File: config.mk
export PLATFORM = sky130hd
export DESIGN_NAME = pwm_cmd_receiver
export DESIGN_NICKNAME = d
export VERILOG_FILES = /design/src/rtl/pwm_cmd_pkg.sv /design/src/rtl/pwm_cmd_receiver_uart_rx.sv /design/src/rtl/pwm_cmd_receiver.sv
export SDC_FILE = /design/constraint.sdc
export NUM_CORES = 1
export LEC_CHECK = 0
export ABC_AREA = 1
export BUFFER_PORTS_ARGS = -buffer_cell sky130_fd_sc_hd__buf_2
export CAP_MARGIN = 0
export CORE_UTILIZATION = 59
export DETAILED_ROUTE_END_ITERATION = 8
export PLACE_DENSITY_LB_ADDON = 0.25
export REMOVE_ABC_BUFFERS = 1
export SLEW_MARGIN = 0
export SYNTH_ARGS = -nofsm -noshare
export SYNTH_HDL_FRONTEND = slang
export SYNTH_SLANG_ARGS = --single-unit
File: constraint.sdc
create_clock -name clk -period 3.88 [get_ports clk]
set_input_delay 0.388 -clock clk [delete_from_list [all_inputs] [get_ports clk]]
set_output_delay 0.388 -clock clk [all_outputs]
set_load 0.01 [all_outputs]
File: src/rtl/pwm_cmd_pkg.sv
// Shared constants for the PWM command receiver: sync byte, parser states,
// channel indices and the reset/failsafe duty counts.
package pwm_cmd_pkg;

    localparam logic [7:0] SYNC_BYTE = 8'hA5;

    localparam logic [2:0] P_HUNT = 3'd0;
    localparam logic [2:0] P_CHAN = 3'd1;
    localparam logic [2:0] P_HI   = 3'd2;
    localparam logic [2:0] P_LO   = 3'd3;
    localparam logic [2:0] P_CSUM = 3'd4;

    localparam int CH_SERVO0 = 0;
    localparam int CH_ESC    = 1;
    localparam int CH_SERVO1 = 2;

    localparam int DUTY_CENTER = 18000;  // 1500 us at 12 MHz
    localparam int DUTY_DISARM = 12000;  // 1000 us at 12 MHz

    // Servos park at centre; the ESC parks at its disarm pulse.
    function automatic int reset_duty(input int ch);
        if (ch == CH_SERVO0 || ch == CH_SERVO1)
            return DUTY_CENTER;
        else if (ch == CH_ESC)
            return DUTY_DISARM;
        else
            return DUTY_CENTER;
    endfunction

endpackage

File: src/rtl/pwm_cmd_receiver_uart_rx.sv
// 8N1 UART receiver: two-flop rxd synchroniser, mid-bit sampling, one strobe
// per good byte and a strobe for a stop bit sampled low.
module uart_rx_8n1 #(
    parameter int CLK_HZ = 12_000_000,
    parameter int BAUD   = 115_200
) (
    input  logic       clk,
    input  logic       rst_n,
    input  logic       rxd,
    output logic [7:0] rx_byte,
    output logic       rx_valid,
    output logic       rx_ferr
);
    localparam int BIT_TICKS = CLK_HZ / BAUD;
    localparam int HALF      = BIT_TICKS / 2;
    localparam int CW        = $clog2(BIT_TICKS + 1);

    localparam logic [1:0] U_IDLE  = 2'd0;
    localparam logic [1:0] U_START = 2'd1;
    localparam logic [1:0] U_DATA  = 2'd2;
    localparam logic [1:0] U_STOP  = 2'd3;

    logic          rx_meta, rx_sync, rx_prev;
    logic [1:0]    state;
    logic [CW-1:0] cnt;
    logic [2:0]    bit_idx;
    logic [7:0]    shreg;

    assign rx_byte = shreg;

    // NOTE: all state here is updated with non-blocking assignments so every
    // flop samples the pre-edge value of its neighbours, matching hardware.
    always_ff @(posedge clk) begin
        if (!rst_n) begin
            rx_meta  <= 1'b1;
            rx_sync  <= 1'b1;
            rx_prev  <= 1'b1;
            state    <= U_IDLE;
            cnt      <= '0;
            bit_idx  <= '0;
            shreg    <= '0;
            rx_valid <= 1'b0;
            rx_ferr  <= 1'b0;
        end else begin
            rx_meta  <= rxd;
            rx_sync  <= rx_meta;
            rx_prev  <= rx_sync;
            rx_valid <= 1'b0;
            rx_ferr  <= 1'b0;
            case (state)
                U_IDLE: begin
                    if (rx_prev && !rx_sync) begin
                        state <= U_START;
                        cnt   <= '0;
                    end
                end
                U_START: begin
                    // A glitch that is gone by mid start bit is dropped silently.
                    if (cnt == CW'(HALF - 1)) begin
                        cnt     <= '0;
                        bit_idx <= '0;
                        state   <= rx_sync ? U_IDLE : U_DATA;
                    end else begin
                        cnt <= cnt + 1'b1;
                    end
                end
                U_DATA: begin
                    if (cnt == CW'(BIT_TICKS - 1)) begin
                        cnt     <= '0;
                        shreg   <= {rx_sync, shreg[7:1]};
                        bit_idx <= bit_idx + 1'b1;
                        if (bit_idx == 3'd7)
                            state <= U_STOP;
                    end else begin
                        cnt <= cnt + 1'b1;
                    end
                end
                default: begin
                    if (cnt == CW'(BIT_TICKS - 1)) begin
                        cnt      <= '0;
                        state    <= U_IDLE;
                        rx_valid <= rx_sync;
                        rx_ferr  <= !rx_sync;
                    end else begin
                        cnt <= cnt + 1'b1;
                    end
                end
            endcase
        end
    end

endmodule

File: src/rtl/pwm_cmd_receiver.sv
// PWM command receiver top: frame parser, inter-byte gap timer, clamp/scale and
// duty registers. Define PWM_CMD_FAILSAFE_EN to add the no-command watchdog.
module pwm_cmd_receiver
    import pwm_cmd_pkg::*;
#(
    parameter int CLK_HZ    = 12_000_000,
    parameter int BAUD      = 115_200,
    parameter int NUM_CH    = 3,
    parameter int DW        = 19,
    parameter int PW_MIN_US = 1000,
    parameter int PW_MAX_US = 2000,
    parameter int GAP_US    = 1000
`ifdef PWM_CMD_FAILSAFE_EN
    ,
    parameter int FS_TIMEOUT_MS = 100
`endif
) (
    input  logic                 clk,
    input  logic                 rst_n,
    input  logic                 rxd,
    output logic [NUM_CH*DW-1:0] duty_flat,
    output logic [NUM_CH-1:0]    upd,
    output logic                 frame_err,
    output logic                 failsafe
);
    localparam int TICKS_PER_US = CLK_HZ / 1_000_000;
    localparam int GAP_TICKS    = GAP_US * TICKS_PER_US;
    localparam int GW           = $clog2(GAP_TICKS + 1);

    logic [7:0]    rx_byte;
    logic          rx_valid, rx_ferr;
    logic [2:0]    pstate;
    logic [7:0]    ch_r, hi_r, lo_r;
    logic [GW-1:0] gap_cnt;
    logic [15:0]   pw_raw, pw_clamped;
    logic [DW-1:0] ticks;
    logic          cs_ok, ch_ok, gap_timeout, accept, fs_fire;
    logic [DW-1:0] duty [NUM_CH];

    uart_rx_8n1 #(.CLK_HZ(CLK_HZ), .BAUD(BAUD)) u_rx (
        .clk      (clk),
        .rst_n    (rst_n),
        .rxd      (rxd),
        .rx_byte  (rx_byte),
        .rx_valid (rx_valid),
        .rx_ferr  (rx_ferr)
    );

    assign pw_raw      = {hi_r, lo_r};
    assign pw_clamped  = (pw_raw < 16'(PW_MIN_US)) ? 16'(PW_MIN_US) :
                         (pw_raw > 16'(PW_MAX_US)) ? 16'(PW_MAX_US) : pw_raw;
    // x12 as shift-and-add keeps the scaler multiplier-free.
    assign ticks       = (DW'(pw_clamped) << 3) + (DW'(pw_clamped) << 2);
    assign cs_ok       = (rx_byte == (ch_r ^ hi_r ^ lo_r));
    assign ch_ok       = ({24'd0, ch_r} < 32'(NUM_CH));
    assign gap_timeout = (pstate != P_HUNT) && (gap_cnt == GW'(GAP_TICKS));
    assign accept      = rx_valid && !gap_timeout && (pstate == P_CSUM) && cs_ok && ch_ok;

    always_ff @(posedge clk) begin
        if (!rst_n) begin
            pstate    <= P_HUNT;
            ch_r      <= '0;
            hi_r      <= '0;
            lo_r      <= '0;
            gap_cnt   <= '0;
            frame_err <= 1'b0;
        end else begin
            frame_err <= 1'b0;
            if (rx_valid || pstate == P_HUNT)
                gap_cnt <= '0;
            else if (gap_cnt != GW'(GAP_TICKS))
                gap_cnt <= gap_cnt + 1'b1;

            if (rx_ferr || gap_timeout) begin
                frame_err <= 1'b1;
                pstate    <= P_HUNT;
            end else if (rx_valid) begin
                case (pstate)
                    P_HUNT: if (rx_byte == SYNC_BYTE) pstate <= P_CHAN;
                    P_CHAN: begin ch_r <= rx_byte; pstate <= P_HI; end
                    P_HI:   begin hi_r <= rx_byte; pstate <= P_LO; end
                    P_LO:   begin lo_r <= rx_byte; pstate <= P_CSUM; end
                    default: begin
                        frame_err <= !(cs_ok && ch_ok);
                        pstate    <= P_HUNT;
                    end
                endcase
            end
        end
    end

`ifdef PWM_CMD_FAILSAFE_EN
    localparam int MS_TICKS = CLK_HZ / 1000;
    localparam int MW       = $clog2(MS_TICKS + 1);
    localparam int FW       = $clog2(FS_TIMEOUT_MS + 1);

    logic [MW-1:0] ms_pre;
    logic [FW-1:0] ms_cnt;

    assign fs_fire = !failsafe && !accept && (ms_pre == MW'(MS_TICKS - 1)) &&
                     (ms_cnt == FW'(FS_TIMEOUT_MS - 1));

    // Watchdog freezes once tripped so the all-channel upd fires only once.
    always_ff @(posedge clk) begin
        if (!rst_n) begin
            ms_pre   <= '0;
            ms_cnt   <= '0;
            failsafe <= 1'b0;
        end else if (accept) begin
            ms_pre   <= '0;
            ms_cnt   <= '0;
            failsafe <= 1'b0;
        end else if (!failsafe) begin
            if (ms_pre == MW'(MS_TICKS - 1)) begin
                ms_pre <= '0;
                if (fs_fire) begin
                    ms_cnt   <= '0;
                    failsafe <= 1'b1;
                end else begin
                    ms_cnt <= ms_cnt + 1'b1;
                end
            end else begin
                ms_pre <= ms_pre + 1'b1;
            end
        end
    end
`else
    assign fs_fire  = 1'b0;
    assign failsafe = 1'b0;
`endif

    always_ff @(posedge clk) begin
        if (!rst_n) begin
            upd <= '0;
            for (int i = 0; i < NUM_CH; i++)
                duty[i] <= DW'(reset_duty(i));
        end else begin
            upd <= '0;
            for (int i = 0; i < NUM_CH; i++) begin
                if (accept && ch_r == 8'(i)) begin
                    duty[i] <= ticks;
                    upd[i]  <= 1'b1;
                end else if (fs_fire) begin
                    duty[i] <= DW'(reset_duty(i));
                    upd[i]  <= 1'b1;
                end
            end
        end
    end

    always_comb begin
        duty_flat = '0;
        for (int i = 0; i < NUM_CH; i++)
            duty_flat[i*DW +: DW] = duty[i];
    end

endmodule

# ---- After elaboration in Yosys (flattened, before gate mapping)
# Memory sizes are Yosys's and may differ from the RTL's.
# Index checks and enable logic that the tools add are counted.
dict set report classes {
  add_sub_neg 4
  magnitude_cmp 3
  eq_ne 20
  n_mux 36
  n_bitwise 8
  n_reduce_logical 32
}
# operator n
set op_table {}
lappend op_table {{19-bit 2-to-1 mux} 5}
lappend op_table {{16-bit 2-to-1 mux} 2}
lappend op_table {{7-bit 2-to-1 mux} 3}
lappend op_table {{19-bit by 18-bit adder with 19-bit output} 1}
lappend op_table {{16-bit by 11-bit greater-than comparator with 1-bit output, second input constant} 1}
lappend op_table {{16-bit by 10-bit < comparator with 1-bit output, second input constant} 1}
lappend op_table {{8-bit XOR} 2}
lappend op_table {{14-bit by 1-bit adder with 14-bit output, second input constant} 1}
lappend op_table {{14-bit == test, second input constant} 1}
lappend op_table {{14-bit inequality test, second input constant} 1}
lappend op_table {{7-bit case mux with 2 select lines} 1}
lappend op_table {{1-bit 2-to-1 mux} 13}
lappend op_table {{2-bit 2-to-1 mux} 6}
lappend op_table {{3-bit case mux with 4 select lines} 1}
lappend op_table {{3-bit AND reduction} 4}
lappend op_table {{1-bit logical AND} 10}
lappend op_table {{2-bit by 1-bit inequality test with 1-bit output, second input constant} 5}
lappend op_table {{3-bit 2-to-1 mux} 3}
lappend op_table {{8-bit by 1-bit == test with 1-bit output, second input constant} 1}
lappend op_table {{8-bit by 2-bit == test with 1-bit output, second input constant} 1}
lappend op_table {{8-bit == test} 1}
lappend op_table {{8-bit == test, second input constant} 1}
lappend op_table {{8-bit zero test} 1}
lappend op_table {{8-bit by 2-bit < comparator with 1-bit output, second input constant} 1}
lappend op_table {{other kinds (24)} 36}
dict set report totals {
  ff_bits 70
  ramBits 57
  inputBits 3
  output_inout_bits 62
  elab_cells 120
  mem_count 1
}
# memory depth width rd rd_ports_with_merged_regs wr line
set memory_table {}
lappend memory_table {duty 3 19 3 0 3 pwm_cmd_receiver.sv:38} ;# logic [DW-1:0] duty [NUM_CH];

# ---- Depth between registers and ports, before layout
dict set report logic_depth {
  word_depth 12
  mapped_depth 17
  mapped_depth_nobuf 17
}

# ---- Hierarchy
# Synthesis repeated with hierarchy kept, for this count alone.
dict set report hier_totals {
  cells_unflattened 754
  area_unflattened_um2 6084.6
}
# module instances cells_each area_per_inst_um2
set modules_own_cells {}
lappend modules_own_cells {pwm_cmd_receiver 1 594 4897.2}
lappend modules_own_cells {uart_rx_8n1 1 160 1187.4}

# ---- Worst setup path before layout
# No wires, ideal clock.
dict set report synth_path {
  path_type {flip-flop to flip-flop}
  start {register lo_r[6]}
  end {memory duty[1][13] (netlist: duty[0][32]) (data pin)}
  setup_ps 264
  t_arrival_ps 2863
  setup_slack_ps 753
  stages_incl_launch_ff 15
  path_buffers 0
  synth_period_minus_slack_ps 3127
  cell_sequence {dfxtp_1 > inv_1 > nor4_1 > o211ai_1 > a21oi_2 > nand2_1 > inv_1 > ha_1 > inv_1 > fa_1 > o21ai_0 > a31oi_1 > o21bai_1 > xnor2_1 > nand2_1}
}
# element line
set synth_rtl {}
lappend synth_rtl {{start: declaration} pwm_cmd_receiver.sv:33} ;# logic [7:0] ch_r, hi_r, lo_r;
lappend synth_rtl {{start signal: assignment} pwm_cmd_receiver.sv:64} ;# lo_r <= '0;
lappend synth_rtl {{start signal: assignment} pwm_cmd_receiver.sv:82} ;# P_LO: begin lo_r <= rx_byte; pstate <= P_CSUM; end
lappend synth_rtl {{end: declaration} pwm_cmd_receiver.sv:38}

==> run summary <==
Post-synthesis xor/xnor area fraction: 0.02357
Final setup fails: 0
Depth of the CTS H-tree: 4
Initial Util: 0.6083
Final Wtd Congestion: 0.8835
Layout Skew: 0.009509 ns
Row count: 36
Clk_lat worst skew: 0.53 ns
CP peak stage delay: 0.40 ns
Sw Ratio: 0.2370
Final Cycle Share: 0.9208
Number of global-route vias before repair: 4771
Crit. End Element: register
Worst setup SP type: register
Ant diodes: 0
Design Area, Final: 0.006952 mm²
Antenna violations before repair: 0
DR WL/cell: 14.00 µm
Clock power frac: 0.507
Arrival time of the worst setup path: 3.96 ns
Max Clock Freq: 279.9 MHz
CTS hold repair buffers: 0
Synth Area in Simple Gates: 0.2186
Worst-Margin Slew: 0.8608 ns
Crit Path Category: register to register
Mapped Cells: 696
Vias/cell: 5.408
Cell Chain, Critical Path: inv_1 -> nand3_1 -> nor3_1 -> nand2_1 -> a21oi_2 -> nand2_1 -> inv_1 -> ha_1 -> inv_1 -> fa_1 -> o21ai_1 -> a31oi_1 -> o21ai_0 -> xor2_1 -> inv_1 -> nor2_4
Layout cells sized above 1: 0.1609
Yosys Warn Count: 0
Total global-route track usage: 0.2612
Number of placed I/O pins: 65
Syn Std Cell Area: 0.005946 mm²
Largest net degree at the start of global routing: 41
Max-slew violations: 0
Total number of vias: 4954
First-pass GRT wire length: 20980 µm
Flop2flop setup slack: 0.31 ns
Sequential share of power: 0.434
Total grt overflow: 0
Crit path max fanout: 7
Port bufs: 57
Die area: 0.01048 mm²
Psw: 0.0007485 W
Clk root buf: clkbuf_8
Headroom to the max-slew limit: 0.4248
Logic pwr share: 0.059
Number of gates resized after cts: 0
Post-Route WL: 12820 µm
TritonCTS buffer count: 17
RR Endpoint: duty[0][11]
Placed inst area: 0.006344 mm²
Number of setup buffers added after CTS: 0
Die Y: 102.4 µm
Hold endpoint: u_rx.rx_meta
Iter 0 DRT Violations: 253
Final hold vios: 0
Fillers: 728
CTS tree: done
Post-route ant nets: 0
Worst hold start: rxd
P_int: 0.002410 W
WHS Path Cells: 2
Syn_area_per_cell: 8.543 µm²
Post-synthesis compound-gate area fraction: 0.1292
Multi-input gate area: 0.002595 mm²
Clock-pin slew on the worst setup and hold paths: 0.06 ns
R2R Path Start: hi_r[6]
Worst path most repeated cell: inv_1
RSZ-0062 raised after global routing: no
WP data required: 4.26 ns
Clock sink count: 121
Pleak: 2.843 nW
Die width: 102.4 µm
DRC viols: 0
Post-synth EDFFs: 51
Pwr/cell area: 454.3 mW/mm²
Worst vdd ir: 0.0003282 V
Mux cell area share after synthesis: 0
Status: finished clean
Net count, final: 798
FF+latch area: 0.002933 mm²
Largest family of logic cells by synthesized area: simple AND/OR/NAND/NOR gates
Register area share after synthesis: 0.4933
Drt first pass iters: 5
Minimum clock period after layout: 3.573 ns
Total Neg Setup Slack: 0 ns
Yosys reg bits: 121
Crit-path slowest cell: fa_1
Reg2Reg Depth: 16
Prevailing post-synth register cell: dfxtp_1
Synth Area in Adders: 0.05387
Dpl hpwl: 8744 µm
Yosys cell types: 46
Max Cap Viol: 0
Area Overhead vs Synth: 16.92%
Clock Path Buffers: 2
Min-Delay Path Class: primary input to register
Post-synth ARST share: 0
Core area: 0.009774 mm²
[cell type report]
type                       count  area share
clock buffer                  17     0.05958
clock inverter                15     0.02700
inverter                      94     0.05112
multi-input combinational    477      0.3733
sequential                   121      0.4219
tap                          133     0.02394
timing repair buffer          59     0.04320
[power groups by stage]
stage	registers (W)	clock network, W	logic (W)
after floorplan	0.00141	0	0.000113
after global placement	0.00140	0	0.000176
after detailed placement	0.00140	0	0.000179
after CTS	0.00137	0.00161	0.000180
after global routing	0.00137	0.00166	0.000213
final	0.00137	0.00160	0.000187
[cells in the mapped netlist, types with 2 or more instances]
cell type / count / area, µm²
ha_1: 24 / 300.3
a211oi_1: 4 / 30.03
a31oi_1: 4 / 25.02
a21o_1: 2 / 15.01
nor4_1: 3 / 18.77
o31ai_1: 2 / 15.01
nand3_2: 4 / 40.04
edfxtp_1: 51 / 1531
buf_4: 7 / 52.55
nor2_1: 39 / 146.4
nand3_1: 35 / 175.2
or2_2: 3 / 18.77
nor2_4: 11 / 123.9
nand2_2: 2 / 12.51
nor2_2: 3 / 18.77
xnor2_1: 5 / 43.79
inv_1: 85 / 319.1
dfxtp_1: 70 / 1401
o211ai_1: 2 / 15.01
buf_2: 3 / 15.01
nor3b_1: 2 / 15.01
a21oi_1: 72 / 360.4
xor2_1: 11 / 96.34
nand3b_1: 2 / 15.01
inv_2: 7 / 26.28
nand2_1: 136 / 510.5
o21ai_0: 53 / 265.3
nand4_1: 12 / 75.07
clkbuf_1: 6 / 22.52
nor3_1: 20 / 100.1
[how the worst max path moves through the flow]
stage / start / to / slack (ns) / cells past startpoint
global route: hi_r[6] / duty[0][30] / 0.07 / 16
global placement: lo_r[6] / duty[0][32] / 0.47 / 14
floorplan: lo_r[6] / duty[0][32] / 0.75 / 14
detailed placement: lo_r[6] / duty[0][30] / 0.27 / 15
CTS: lo_r[6] / duty[0][30] / 0.19 / 15
finish: hi_r[6] / duty[0][11] / 0.31 / 16
[routing by layer]
layer  up-vias  wire length [µm]  global-route usage
met5         -                 0                   0
met4         0               257              0.1374
met3        30               657             0.06156
met2       164              6717              0.4600
met1      2289              5192              0.2935
li1       2471                 -                   -
[kinds of logic (layout without fill, tap and decap cells)]
kind of cell	after synthesis	count (layout)
adder cells (fa/ha/maj)	25	25
AO/OA/AOI/OAI	144	144
buffers and inverters	113	185
AND/OR/NAND/NOR	276	276
flip-flops	121	121
XOR/XNOR	16	16
other	1	16
[sequential cells by signal, indices dropped and copies added, names as in the netlist]
| signal | count |
|---|---|
| u_rx.bit_idx | 3 |
| u_rx.state | 2 |
| ch_r | 8 |
| frame_err | 1 |
| upd | 3 |
| pstate | 3 |
| u_rx.rx_valid | 1 |
| u_rx.rx_meta | 1 |
| u_rx.rx_ferr | 1 |
| u_rx.rx_prev | 1 |
| duty | 51 |
| u_rx.rx_byte | 8 |
| gap_cnt | 14 |
| u_rx.cnt | 7 |
| hi_r | 8 |
| lo_r | 8 |
| u_rx.rx_sync | 1 |
[layout by cell type (no fill, tap or decap), types with 3 or more instances in the layout]
master / n
clkbuf_16: 16
nor3_1: 20
xor2_1: 11
conb_1: 16
a21oi_1: 72
bufinv_16: 3
ha_1: 24
nor2_4: 11
nor2_1: 39
nor2_2: 3
xnor2_1: 5
nand3_1: 35
inv_6: 6
clkinv_4: 3
dfxtp_1: 70
nand4_1: 12
a211oi_1: 4
or2_2: 3
nand2_1: 136
nand3_2: 4
a31oi_1: 4
edfxtp_1: 51
inv_1: 85
inv_2: 7
buf_2: 57
o21ai_0: 52
[per-stage QoR]
| stage | utilization | hold slack [ns] | total power [W] | instances | setup slack (ns) |
|---|---|---|---|---|---|
| floorplan | - | 0.3925 | 0.001524 | 692 | 0.7527 |
| global placement | 0.6490 | 0.3988 | 0.001572 | 884 | 0.4666 |
| detailed placement | 0.6490 | 0.3979 | 0.001577 | 884 | 0.2723 |
| CTS | 0.7106 | 0.03210 | 0.003159 | 916 | 0.1911 |
| global route | 0.7112 | 0.04964 | 0.003252 | 916 | 0.07186 |
| finish | 0.7112 | 0.04116 | 0.003158 | 916 | 0.3071 |
[critical path, delay by kind of cell, from the launching register on]
family	cells	cell delay, ns
adder cells (fa/ha/maj)	2	0.56
flip-flops	1	0.34
XOR/XNOR	1	0.20
AND/OR/NAND/NOR	5	0.91
AO/OA/AOI/OAI	4	1.05
buffers and inverters	4	0.37
(Power assumes the default switching activity.)
